`config.mk`:
```
export PLATFORM = sky130hd
export DESIGN_NAME = gt_rx_block_lock
export DESIGN_NICKNAME = d
export VERILOG_FILES = /design/src/rtl/gt_block_lock_pkg.sv /design/src/rtl/gt_rx_block_lock.sv
export SDC_FILE = /design/constraint.sdc
export NUM_CORES = 1
export LEC_CHECK = 0
export CELL_PAD_IN_SITES_DETAIL_PLACEMENT = 0
export CELL_PAD_IN_SITES_GLOBAL_PLACEMENT = 1
export CORE_UTILIZATION = 40
export CTS_CLUSTER_DIAMETER = 120
export DETAILED_ROUTE_END_ITERATION = 6
export PLACE_DENSITY = 0.78
export SLEW_MARGIN = 10
export SYNTH_ARGS = -nofsm -noshare
export SYNTH_HDL_FRONTEND = slang
export SYNTH_SLANG_ARGS = --single-unit
export TNS_END_PERCENT = 50
```
`constraint.sdc`:
```
create_clock -name i_clk -period 1.9 [get_ports i_clk]
set_input_delay 0.475 -clock i_clk [delete_from_list [all_inputs] [get_ports i_clk]]
set_output_delay 0.475 -clock i_clk [all_outputs]
set_load 0.01 [all_outputs]
```
`src/rtl/gt_block_lock_pkg.sv`:
```
// Shared types and helpers for the 64B/66B receive block-lock controller.
package gt_block_lock_pkg;

   typedef enum logic [2:0] {
      HUNT,
      SLIP,
      WAIT,
      LOCK,
      RSTREQ
   } state_t;

   localparam logic [1:0] SH_DATA = 2'b01;
   localparam logic [1:0] SH_CTRL = 2'b10;

   // Only the two legal 64B/66B sync headers count as valid.
   function automatic logic is_valid_sh(input logic [1:0] sh);
      return (sh == SH_DATA) || (sh == SH_CTRL);
   endfunction

endpackage

```
`src/rtl/gt_rx_block_lock.sv`:
```
// 64B/66B RX block-lock controller: slips the gearbox until headers align, reports lock,
// and requests a GT RX reset when alignment is never found. GT_BLOCK_LOCK_STATS_EN adds lock-loss/slip counters.
module gt_rx_block_lock
   import gt_block_lock_pkg::*;
#(
   parameter int SH_WINDOW    = 64,
   parameter int SH_INVLD_MAX = 16,
   parameter int SLIP_WAIT    = 32,
   parameter int MAX_SLIPS    = 66
) (
   input  logic       i_clk,
   input  logic       i_rst,
   input  logic       i_rx_done,
   input  logic [1:0] i_rx_header,
   input  logic       i_rx_header_valid,
   output logic       o_rx_slipbit,
   output logic       o_block_lock,
   output logic       o_rx_rst_req
`ifdef GT_BLOCK_LOCK_STATS_EN
   ,
   output logic [15:0] o_lock_loss_cnt,
   output logic [15:0] o_slip_total
`endif
);

   localparam int SH_W   = $clog2(SH_WINDOW + 1);
   localparam int INV_W  = $clog2(SH_INVLD_MAX + 1);
   localparam int WAIT_W = $clog2(SLIP_WAIT + 1);
   localparam int SLIP_W = $clog2(MAX_SLIPS + 1);

   localparam logic [SH_W-1:0]   SH_LAST   = SH_W'(SH_WINDOW - 1);
   localparam logic [SH_W-1:0]   SH_ONE    = SH_W'(1);
   localparam logic [INV_W-1:0]  INV_LAST  = INV_W'(SH_INVLD_MAX - 1);
   localparam logic [INV_W-1:0]  INV_ONE   = INV_W'(1);
   localparam logic [WAIT_W-1:0] WAIT_LAST = WAIT_W'(SLIP_WAIT - 1);
   localparam logic [WAIT_W-1:0] WAIT_ONE  = WAIT_W'(1);
   localparam logic [SLIP_W-1:0] SLIP_MAX  = SLIP_W'(MAX_SLIPS);
   localparam logic [SLIP_W-1:0] SLIP_ONE  = SLIP_W'(1);

   state_t              state;
   state_t              state_next;
   logic [SH_W-1:0]     sh_cnt;
   logic [SH_W-1:0]     sh_next;
   logic [INV_W-1:0]    invld_cnt;
   logic [INV_W-1:0]    invld_next;
   logic [WAIT_W-1:0]   wait_cnt;
   logic [WAIT_W-1:0]   wait_next;
   logic [SLIP_W-1:0]   slip_cnt;
   logic [SLIP_W-1:0]   slip_next;
   logic                hdr_ok;

   always_comb begin
      state_next = state;
      sh_next    = sh_cnt;
      invld_next = invld_cnt;
      wait_next  = wait_cnt;
      slip_next  = slip_cnt;
      hdr_ok     = is_valid_sh(i_rx_header);

      if (!i_rx_done) begin
         state_next = HUNT;
         sh_next    = '0;
         invld_next = '0;
         wait_next  = '0;
         slip_next  = '0;
      end else begin
         unique case (state)
            HUNT: begin
               if (i_rx_header_valid) begin
                  if (hdr_ok) begin
                     if (sh_cnt == SH_LAST) begin
                        state_next = LOCK;
                        sh_next    = '0;
                        invld_next = '0;
                        slip_next  = '0;
                     end else begin
                        sh_next = sh_cnt + SH_ONE;
                     end
                  end else if (slip_cnt < SLIP_MAX) begin
                     state_next = SLIP;
                     slip_next  = slip_cnt + SLIP_ONE;
                     sh_next    = '0;
                  end else begin
                     state_next = RSTREQ;
                  end
               end
            end
            SLIP: begin
               state_next = WAIT;
               wait_next  = '0;
            end
            // Gearbox output is unreliable right after a slip, so headers are ignored here.
            WAIT: begin
               if (wait_cnt == WAIT_LAST) begin
                  state_next = HUNT;
                  wait_next  = '0;
               end else begin
                  wait_next = wait_cnt + WAIT_ONE;
               end
            end
            LOCK: begin
               if (i_rx_header_valid) begin
                  if (!hdr_ok && (invld_cnt == INV_LAST)) begin
                     state_next = SLIP;
                     slip_next  = SLIP_ONE;
                     sh_next    = '0;
                     invld_next = '0;
                  end else if (sh_cnt == SH_LAST) begin
                     sh_next    = '0;
                     invld_next = '0;
                  end else begin
                     sh_next = sh_cnt + SH_ONE;
                     if (!hdr_ok) begin
                        invld_next = invld_cnt + INV_ONE;
                     end
                  end
               end
            end
            RSTREQ: begin
               state_next = HUNT;
               sh_next    = '0;
               invld_next = '0;
               wait_next  = '0;
               slip_next  = '0;
            end
            default: begin
               state_next = HUNT;
            end
         endcase
      end
   end

   always_ff @(posedge i_clk) begin
      if (i_rst) begin
         state        <= HUNT;
         sh_cnt       <= '0;
         invld_cnt    <= '0;
         wait_cnt     <= '0;
         slip_cnt     <= '0;
         o_rx_slipbit <= 1'b0;
         o_block_lock <= 1'b0;
         o_rx_rst_req <= 1'b0;
      end else begin
         state        <= state_next;
         sh_cnt       <= sh_next;
         invld_cnt    <= invld_next;
         wait_cnt     <= wait_next;
         slip_cnt     <= slip_next;
         o_rx_slipbit <= (state_next == SLIP);
         o_block_lock <= (state_next == LOCK);
         o_rx_rst_req <= (state_next == RSTREQ);
      end
   end

`ifdef GT_BLOCK_LOCK_STATS_EN
   // Saturating diagnostics; only i_rst clears them so they survive GT resets.
   always_ff @(posedge i_clk) begin
      if (i_rst) begin
         o_lock_loss_cnt <= '0;
         o_slip_total    <= '0;
      end else begin
         if ((state == LOCK) && (state_next == SLIP) && (o_lock_loss_cnt != 16'hFFFF)) begin
            o_lock_loss_cnt <= o_lock_loss_cnt + 16'd1;
         end
         if ((state != SLIP) && (state_next == SLIP) && (o_slip_total != 16'hFFFF)) begin
            o_slip_total <= o_slip_total + 16'd1;
         end
      end
   end
`endif

endmodule

```
======== After elaboration in Yosys (flattened, before gate mapping) ========
Index checks and enable logic that the tools add are counted.
storage, ports and cells
  word-level logic and storage cells ...... 78
  bits of input ports ..................... 6
  output and inout port bits .............. 3
  flip-flop bits (word level) ............. 31
cells by class
  bitwise gates (word level) .............. 1
  reduce and logical (&&, ||, !) cells .... 11
  multiplexer cells ....................... 33
  $lt $le $gt $ge ......................... 1
  add/subtract/negate cells ............... 4
  equality and inequality tests ........... 20
operator list
  cell                 count
  $mux 7               12
  $pmux 7 s3           2
  $mux 5               7
  $mux 3               8
  $pmux 5 s3           1
  $add 7x1->7 const B  2
  $pmux 3 s4           1
  $pmux 6 s2           1
  $reduce_and 6->1     2
  $ne 2x2->1 const B   5
  $eq 3x2->1 const B   3
  $eq 7x6->1 const B   1
  $lt 7x7->1 const B   1
  $add 6x1->6 const B  1
  $eq 3x1->1 const B   2
  $eq 3x3->1 const B   2
  $eq 6x5->1 const B   1
  $mux 6               1
  $ne 3x3->1 const B   2
  $add 5x1->5 const B  1
  $eq 5x4->1 const B   1
  $ne 4x4->1 const B   1
  $reduce_and 4->1     1
  $reduce_or 2->1      2
  other kinds (9)      9

======== Depth between registers and ports, before layout ========
  word-level depth ........................ 9
  gate-level depth with buffers ........... 8
  gate-level depth less buffers ........... 8

======== Worst setup path before layout ========
Ideal clock, no wire load.
  path kind ............................... register to register
  start point ............................. register invld_cnt[0]
  end point ............................... register slip_cnt[1]
  stages on the path, launching flop included .. 9
  clock period less this slack ............ 2.111 ns
  setup time .............................. 0.071 ns
  data required time ...................... 1.829 ns
  path buffers ............................ 0
  data arrival time ....................... 2.040 ns
  slack ................................... -0.211 ns
  cell sequence ........................... dfxtp_1 > ha_1 > and3_1 > ha_1 > inv_1 > o21ai_0 > o31ai_1 > or4b_1 > a21oi_1
between the ends
  word-level cells in the longest chain between the ends .. 4
ends and longest elaborated chain
  item                        RTL line                 RTL
  from (decl)                 gt_rx_block_lock.sv:44   logic [INV_W-1:0] invld_cnt;
  from (signal assigned)      gt_rx_block_lock.sv:146  invld_cnt <= invld_next;
  $eq 5x4->1                  gt_rx_block_lock.sv:103  if (!hdr_ok && (invld_cnt == INV_LAST)) begin
  $logic_and 1x1->1           gt_rx_block_lock.sv:103
  $ne 2x2->1 (no line)        n/a
  $reduce_and 6->1 (no line)  n/a
  to (signal assigned)        gt_rx_block_lock.sv:148  slip_cnt <= slip_next;
  to (decl)                   gt_rx_block_lock.sv:48   logic [SLIP_W-1:0] slip_cnt;
Every way passes these cells.
A chain may end at the register's enable or synchronous reset.

======== Worst setup path after layout ========
  start point ............................. register slip_cnt[3]
  end point ............................... register slip_cnt[1]
between the ends
  word-level cells in the longest chain between the ends .. 3
ends and longest elaborated chain
  item                        RTL line                RTL
  $lt 7x7->1                  gt_rx_block_lock.sv:79  end else if (slip_cnt < SLIP_MAX) begin
  $ne 3x3->1 (no line)        n/a
  $reduce_and 6->1 (no line)  n/a
Every way passes these cells.

==> results.toml <==
[outcome]
status = "complete, but fails checks"
violations = "setup timing"

[placement]
dpl.hpwl_um = 3420
routabilityCongestion = 0.852
io_buffer_count = 8
pre_cts_ws_ns = -0.558

[floorplanning]
dieArea_mm2 = 0.00460
start_util_pct = 42.4
die_w_um = 67.8
die_h_um = 67.8
rows = 23
ios = 9
core_mm2 = 0.00409

[final_layout]
drive_above_1_share_pct = 31.1
synthToLayoutAreaGrowth_pct = 41.8
nets = 283
antennaDiodeCount = 0

[power_and_ir_drop]
ir_drop_v = 0.000503
total_power_w = 0.00144
p_leak_nw = 0.909
p_per_area_mw_per_mm2 = 587

[critical_path]
critPathKind = "reg2reg"
cp_data_required_time_ns = 2.10
critical_path.max_fanout = 5
arrival_ns = 2.17
critPathCaptureType = "flop"
worst_r2r_path_depth = 5
reg2reg_from = "slip_cnt[3]$_SDFFE_PP0P_"
r2r_slack_ns = -0.07
reg2reg_to = "slip_cnt[1]$_SDFFE_PP0P_"
start_kind = "flop"

[timing]
skew_ns = 0.00458
timing.final.ws_setup_ns = -0.0653
fmax_mhz = 509
final-setup-viol-count = 3
rsz0062_at_grt = "true"
relSlewSlack_pct = 73.2
finalHoldViolCount = 0
fin_crit_sh_pct = 103
worst_slew_pin_slew_ns = 0.400
drv_slew = 0
min_period_ns = 1.97

[synthesis]
synth_cells = 216
synth_warnings = 0
async_reset_ff_share_pct = 0
synth_edf_count = 0
ys_types = 48
synth_area_per_cell_um2 = 8.03
synth.area.top_cells = "dfxtp_1, a21oi_1, nand2_1"
synth_top_area_cell = "dfxtp_1"
synth.top_cell.area_share_pct = 35.8
synth_most_common_cell = "dfxtp_1"
synth_ff_type = "dfxtp_1"
seq_area_frac_synth_pct = 35.8
synth_common_cells = "dfxtp_1, nand2_1, a21oi_1, nor2_1"
syn_nets = 227
ys_ff_latch = 31
syn_area_mm2 = 0.00173

[clock_network]
clkTransAtPathRegs_ns = 0.06
clk_latency_ns = 0.27
cts_made_buffers = 5
postCtsHoldBufs = 0
cts_buffer_depth = 2
clk_root_buffer_cell = "clkbuf_8"
h-tree-depth = 2
cts.sinks = 31
cts_tree = "yes"

[global_route]
grt_pass1_vias = 1790
overflow = 0
grt_pass1_wl_um = 8090
grt.total_usage_pct = 23.5
grt_antenna_before_repair = 0
grt_max_degree = 13

[route]
postRouteAntennaNets = 0
post_drt_via_cell_ratio = 5.78
wl_per_cell_um = 15.1
first_pass_iters = 4
remaining_drc_errors = 0
drtIter0Drc = 102
vias = 1868
wl_um = 4870

[worst_hold_path]
hold_path_end = "sh_cnt[6]$_SDFFE_PP0P_"
hold_class = "reg2reg"
holdCritStartpoint = "sh_cnt[6]$_SDFFE_PP0P_"
whs_path_depth = 2

[job]
drv_cap = 0
worst max-delay path by stage:
| stage | startpoint | cells past startpoint | endpoint | slack (ns) |
|---|---|---|---|---|
| 4_1_cts | slip_cnt[3]$_SDFFE_PP0P_ | 5 | slip_cnt[4]$_SDFFE_PP0P_ | -0.07 |
| 5_1_grt | slip_cnt[3]$_SDFFE_PP0P_ | 5 | slip_cnt[1]$_SDFFE_PP0P_ | -0.09 |
| 3_3_place_gp | i_rx_header[1] | 7 | slip_cnt[1]$_SDFFE_PP0P_ | -0.44 |
| 3_5_place_dp | i_rx_header[1] | 7 | slip_cnt[1]$_SDFFE_PP0P_ | -0.56 |
| 6_report | slip_cnt[3]$_SDFFE_PP0P_ | 5 | slip_cnt[1]$_SDFFE_PP0P_ | -0.07 |
| 2_1_floorplan | i_rx_header[1] | 5 | slip_cnt[1]$_SDFFE_PP0P_ | -0.03 |
through the flow:
step	instances	utilization (%)	hold WS (ns)	cell area [um^2]	setup TNS (ns)
after floorplan	216	-	0.407	1750	-0.0313
after global placement	306	52.9	0.416	2160	-8.75
after detailed placement	306	52.9	0.428	2160	-10.43
after CTS	318	57.5	0.437	2350	-0.234
after global routing	323	60.2	0.449	2460	-0.470
final	323	60.2	0.440	2460	-0.121
registers in the layout (all words and copies together), names as in the netlist:
register,count
slip_cnt,7
sh_cnt,7
invld_cnt,5
o_rx_slipbit,1
o_block_lock,1
o_rx_rst_req,1
state,3
wait_cnt,6
critical path, stage by stage (launching register included):
cell	delay, ns
dfxtp_2	0.32
or4_4	0.54
o211ai_4	0.24
a21boi_4	0.10
or4b_4	0.54
a21oi_2	0.15
routing by layer:
metal	share of wire [%]	GRT usage, %
met5	0	0
met4	0.27	4.95
met3	5.2	6.50
met2	49	39.0
met1	46	30.3
placed cells by master, fill, tap and decap left out, types with 5 or more instances in the layout:
cell type / netlist / final
a21oi_1: 17 / 16
buf_4: 0 / 49
clkbuf_8: 0 / 7
clkdlybuf4s50_1: 0 / 6
dfxtp_1: 31 / 26
dfxtp_2: 0 / 5
inv_1: 7 / 6
nand2_1: 19 / 19
nand3_1: 14 / 14
nand4b_1: 6 / 6
nor2_1: 17 / 15
nor3_1: 8 / 7
nor4_1: 5 / 5
o21ai_0: 14 / 11
o22ai_1: 5 / 5
where the power goes:
| part | total, W | internal [W] | switching [W] |
|---|---|---|---|
| combinational | 0.000221 | 0.000104 | 0.000117 |
| clock | 0.000564 | 0.000330 | 0.000234 |
| sequential | 0.000658 | 0.000654 | 0.00000388 |
| total | 0.00144 | 0.00109 | 0.000355 |
cell families (layout without fill, tap and decap cells):
group                    after synthesis  after routing  synth area share [%]
XOR/XNOR                               3              3                  1.52
buffers and inverters                 16             73                  3.54
flip-flops                            31             31                  35.8
adder cells (fa/ha/maj)                5              5                  3.61
multiplexers                           1              1                 0.649
AO/OA/AOI/OAI                         65             65                  25.3
AND/OR/NAND/NOR                       95             95                  29.6
timing repair:
action,in CTS,in global routing
gates resized for setup,16,18
endpoints found under the setup margin,22,20
pin swaps,11,12
buffers inserted,4,5
cell type report:
class	instances	area, um^2
Clock buffer	8	100
Fill cell	344	1630
Inverter	7	26.3
Multi-Input combinational cell	169	1190
Sequential cell	31	627
Tap cell	50	62.6
Timing Repair Buffer	58	457
Note: power is estimated with default switching activity, not from simulation.
==> edit, RTL diff (config.mk and constraints unchanged) <==
Re-encode `state_t` (5 states) as one-hot, 5 bits wide.
--- a/src/rtl/gt_block_lock_pkg.sv
+++ b/src/rtl/gt_block_lock_pkg.sv
@@ -2,10 +2,10 @@
 package gt_block_lock_pkg;
 
-   typedef enum logic [2:0] {
-      HUNT,
-      SLIP,
-      WAIT,
-      LOCK,
-      RSTREQ
+   typedef enum logic [4:0] {
+      HUNT   = 5'b00001,
+      SLIP   = 5'b00010,
+      WAIT   = 5'b00100,
+      LOCK   = 5'b01000,
+      RSTREQ = 5'b10000
    } state_t;
 
Check against the original RTL: no difference found for any inputs over 10 cycles, from zero or initial values and one cycle with i_rst high; not proved beyond that.
==> edit against the unedited design <==
Total power grew 4.2%; die area is 12% higher; area after synthesis grew 12%; sequential power rose by 7.0%; critical path type unchanged; sequential share of layout area shrank 2.7 points; via count rose by 8.7%; wire length up 10%; the run still ends with setup timing left; final cell count grew 10%; count of clock-buffer cells in the layout did not move; worst setup slack improved by 0.016 ns; critical endpoint is now slip_cnt[5]$_SDFFE_PP0P_; non-clock buffer count rose by 17; design area grew 19%; sequential cell count up 2.
==> edit: results (changes against the unedited design) <==
stage;metric;value;unit;change
synth;sequential share of the synthesized area;34.00;%;-1.8 points
setup_path;Worst setup endpoint;slip_cnt[5]$_SDFFE_PP0P_;;
detailed_routing;M1 WL;2546;um;+14%
finish;Non-clock buffer share;20.40;%;+1.8 points
detailed_routing;total number of vias;2030;;+8.7%
finish;Nets;314;;+11%
placement;Detailed Place HPWL;3607;um;+5.4%
synth;Yosys cell types;57;;+19%
power_and_ir_drop;Sw Pwr;0.4057;mW;+14%
detailed_routing;DRT iter0 DRCs;151;;+48%
power_and_ir_drop;Clock net power;0.506;mW;-10%
power_and_ir_drop;peak supply drop;0.0003136;V;-38%
power_and_ir_drop;Seq group;0.704;mW;+7.0%
global_route;global-route wire length before repair;8562;um;+5.8%
finish;Seq cells;33;;+6.5%
finish;fin cells;356;;+10%
finish;Repair and plain buffers;75;;+29%
setup_path;R2R depth;9;;+4
placement;Cells after DPL;341;;+11%
finish;area of the multi-input gates;1490;um^2;+26%
worst_hold_path;WHS Path Cells;1;;-1
detailed_routing;met3 WL post-DR;178;um;-30%
setup_path;Critical path origin;invld_cnt[0]$_SDFFE_PP0P_;;
finish;register area;666.9;um^2;+6.4%
outcome;outcome;complete, but fails checks;;
synth;Syn Nets;241;;+6.2%
detailed_routing;routed length on met2;2555;um;+8.2%
clock_tree;post-CTS sizing;26;;+10
clock_tree;setup bufs post-CTS;3;;-1
setup_path;Reg-to-Reg End;slip_cnt[5]$_SDFFE_PP0P_;;
global_route;grt met2 use;34.17;%;-4.8 points
setup_path;r2r setup slk;-0.05;ns;+0.02 ns
timing;final setup margin;-0.04908;ns;+0.01619 ns
global_route;vias in the first global route;1866;;+4.2%
worst_hold_path;worst hold endpoint;wait_cnt[5]$_SDFFE_PP0P_;;
setup_path;crit path DAT;2.13;ns;-0.04 ns
finish;clock tree cell share of total cell area;2.737;%;-1.3 points
setup_path;CP peak stage delay;0.35;ns;-0.19 ns
setup_path;kind of cell adding the most delay to the critical path;compound AO/OA/AOI/OAI gates;;
synth;Synth area leaders;dfxtp_1 (34%), nor2_1 (3.5%), nand3_1 (3.3%), o21ai_0 (3.3%), ha_1 (3.2%);;
worst_hold_path;hold path start;wait_cnt[5]$_SDFFE_PP0P_;;
timing;Relative slew margins;48.35;%;-25 points
power_and_ir_drop;Static Leakage;1.128;nW;+24%
timing;setup violation total in the final timing report;4;;+1
global_route;met1 Usage GRT;28.61;%;-1.7 points
setup_path;Crit-path slowest cell;dfxtp_2;;
floorplanning;FP Rows;24;;+4.3%
finish;area grow syn2layout;50.55;%;
global_route;met3 usage;4.219;%;-2.3 points
synth;Post-Synthesis Cells;230;;+6.5%
global_route;largest net degree at the start of global routing;12;;-1
placement;post-placement cell area;2506;um^2;+16%
outcome;violated checks;setup timing;;
timing;Clock Skew;0.004084;ns;-0.0004971 ns
global_route;Tot GR Track Use;21.38;%;-2.1 points
detailed_routing;final WL;5377;um;+10%
[edit: cell count changes in the layout (fill, tap and decap cells not counted), sizes merged, moves of 4 or more]
| cell | change |
|---|---|
| nand4b | -4 |
| nand2b | +7 |
| buf | +17 |
| o211ai | -4 |
| a21oi | -10 |
| xnor2 | +4 |
[edit: metrics by stage]
stage	setup slack (ns)	hold slack (ns)
6_report	-0.04908	0.4791
5_1_grt	-0.1490	0.4929
4_1_cts	0.01052	0.4818
3_5_place_dp	-0.4637	0.4689
3_3_place_gp	-0.3785	0.4553
2_1_floorplan	-0.006971	0.4422
[edit: logic make-up (layout without fill, tap and decap cells)]
kind of cell,Yosys count,after routing,share of synthesized area (%)
adders and majority gates,5,5,3.220
and+or+nand+nor,108,108,32.20
xor gates and xnor gates,9,9,4.057
muxes,3,3,1.545
AOI/OAI and AO/OA,56,56,21.25
DFF,33,33,34.00
buffers and inverters,16,90,3.735
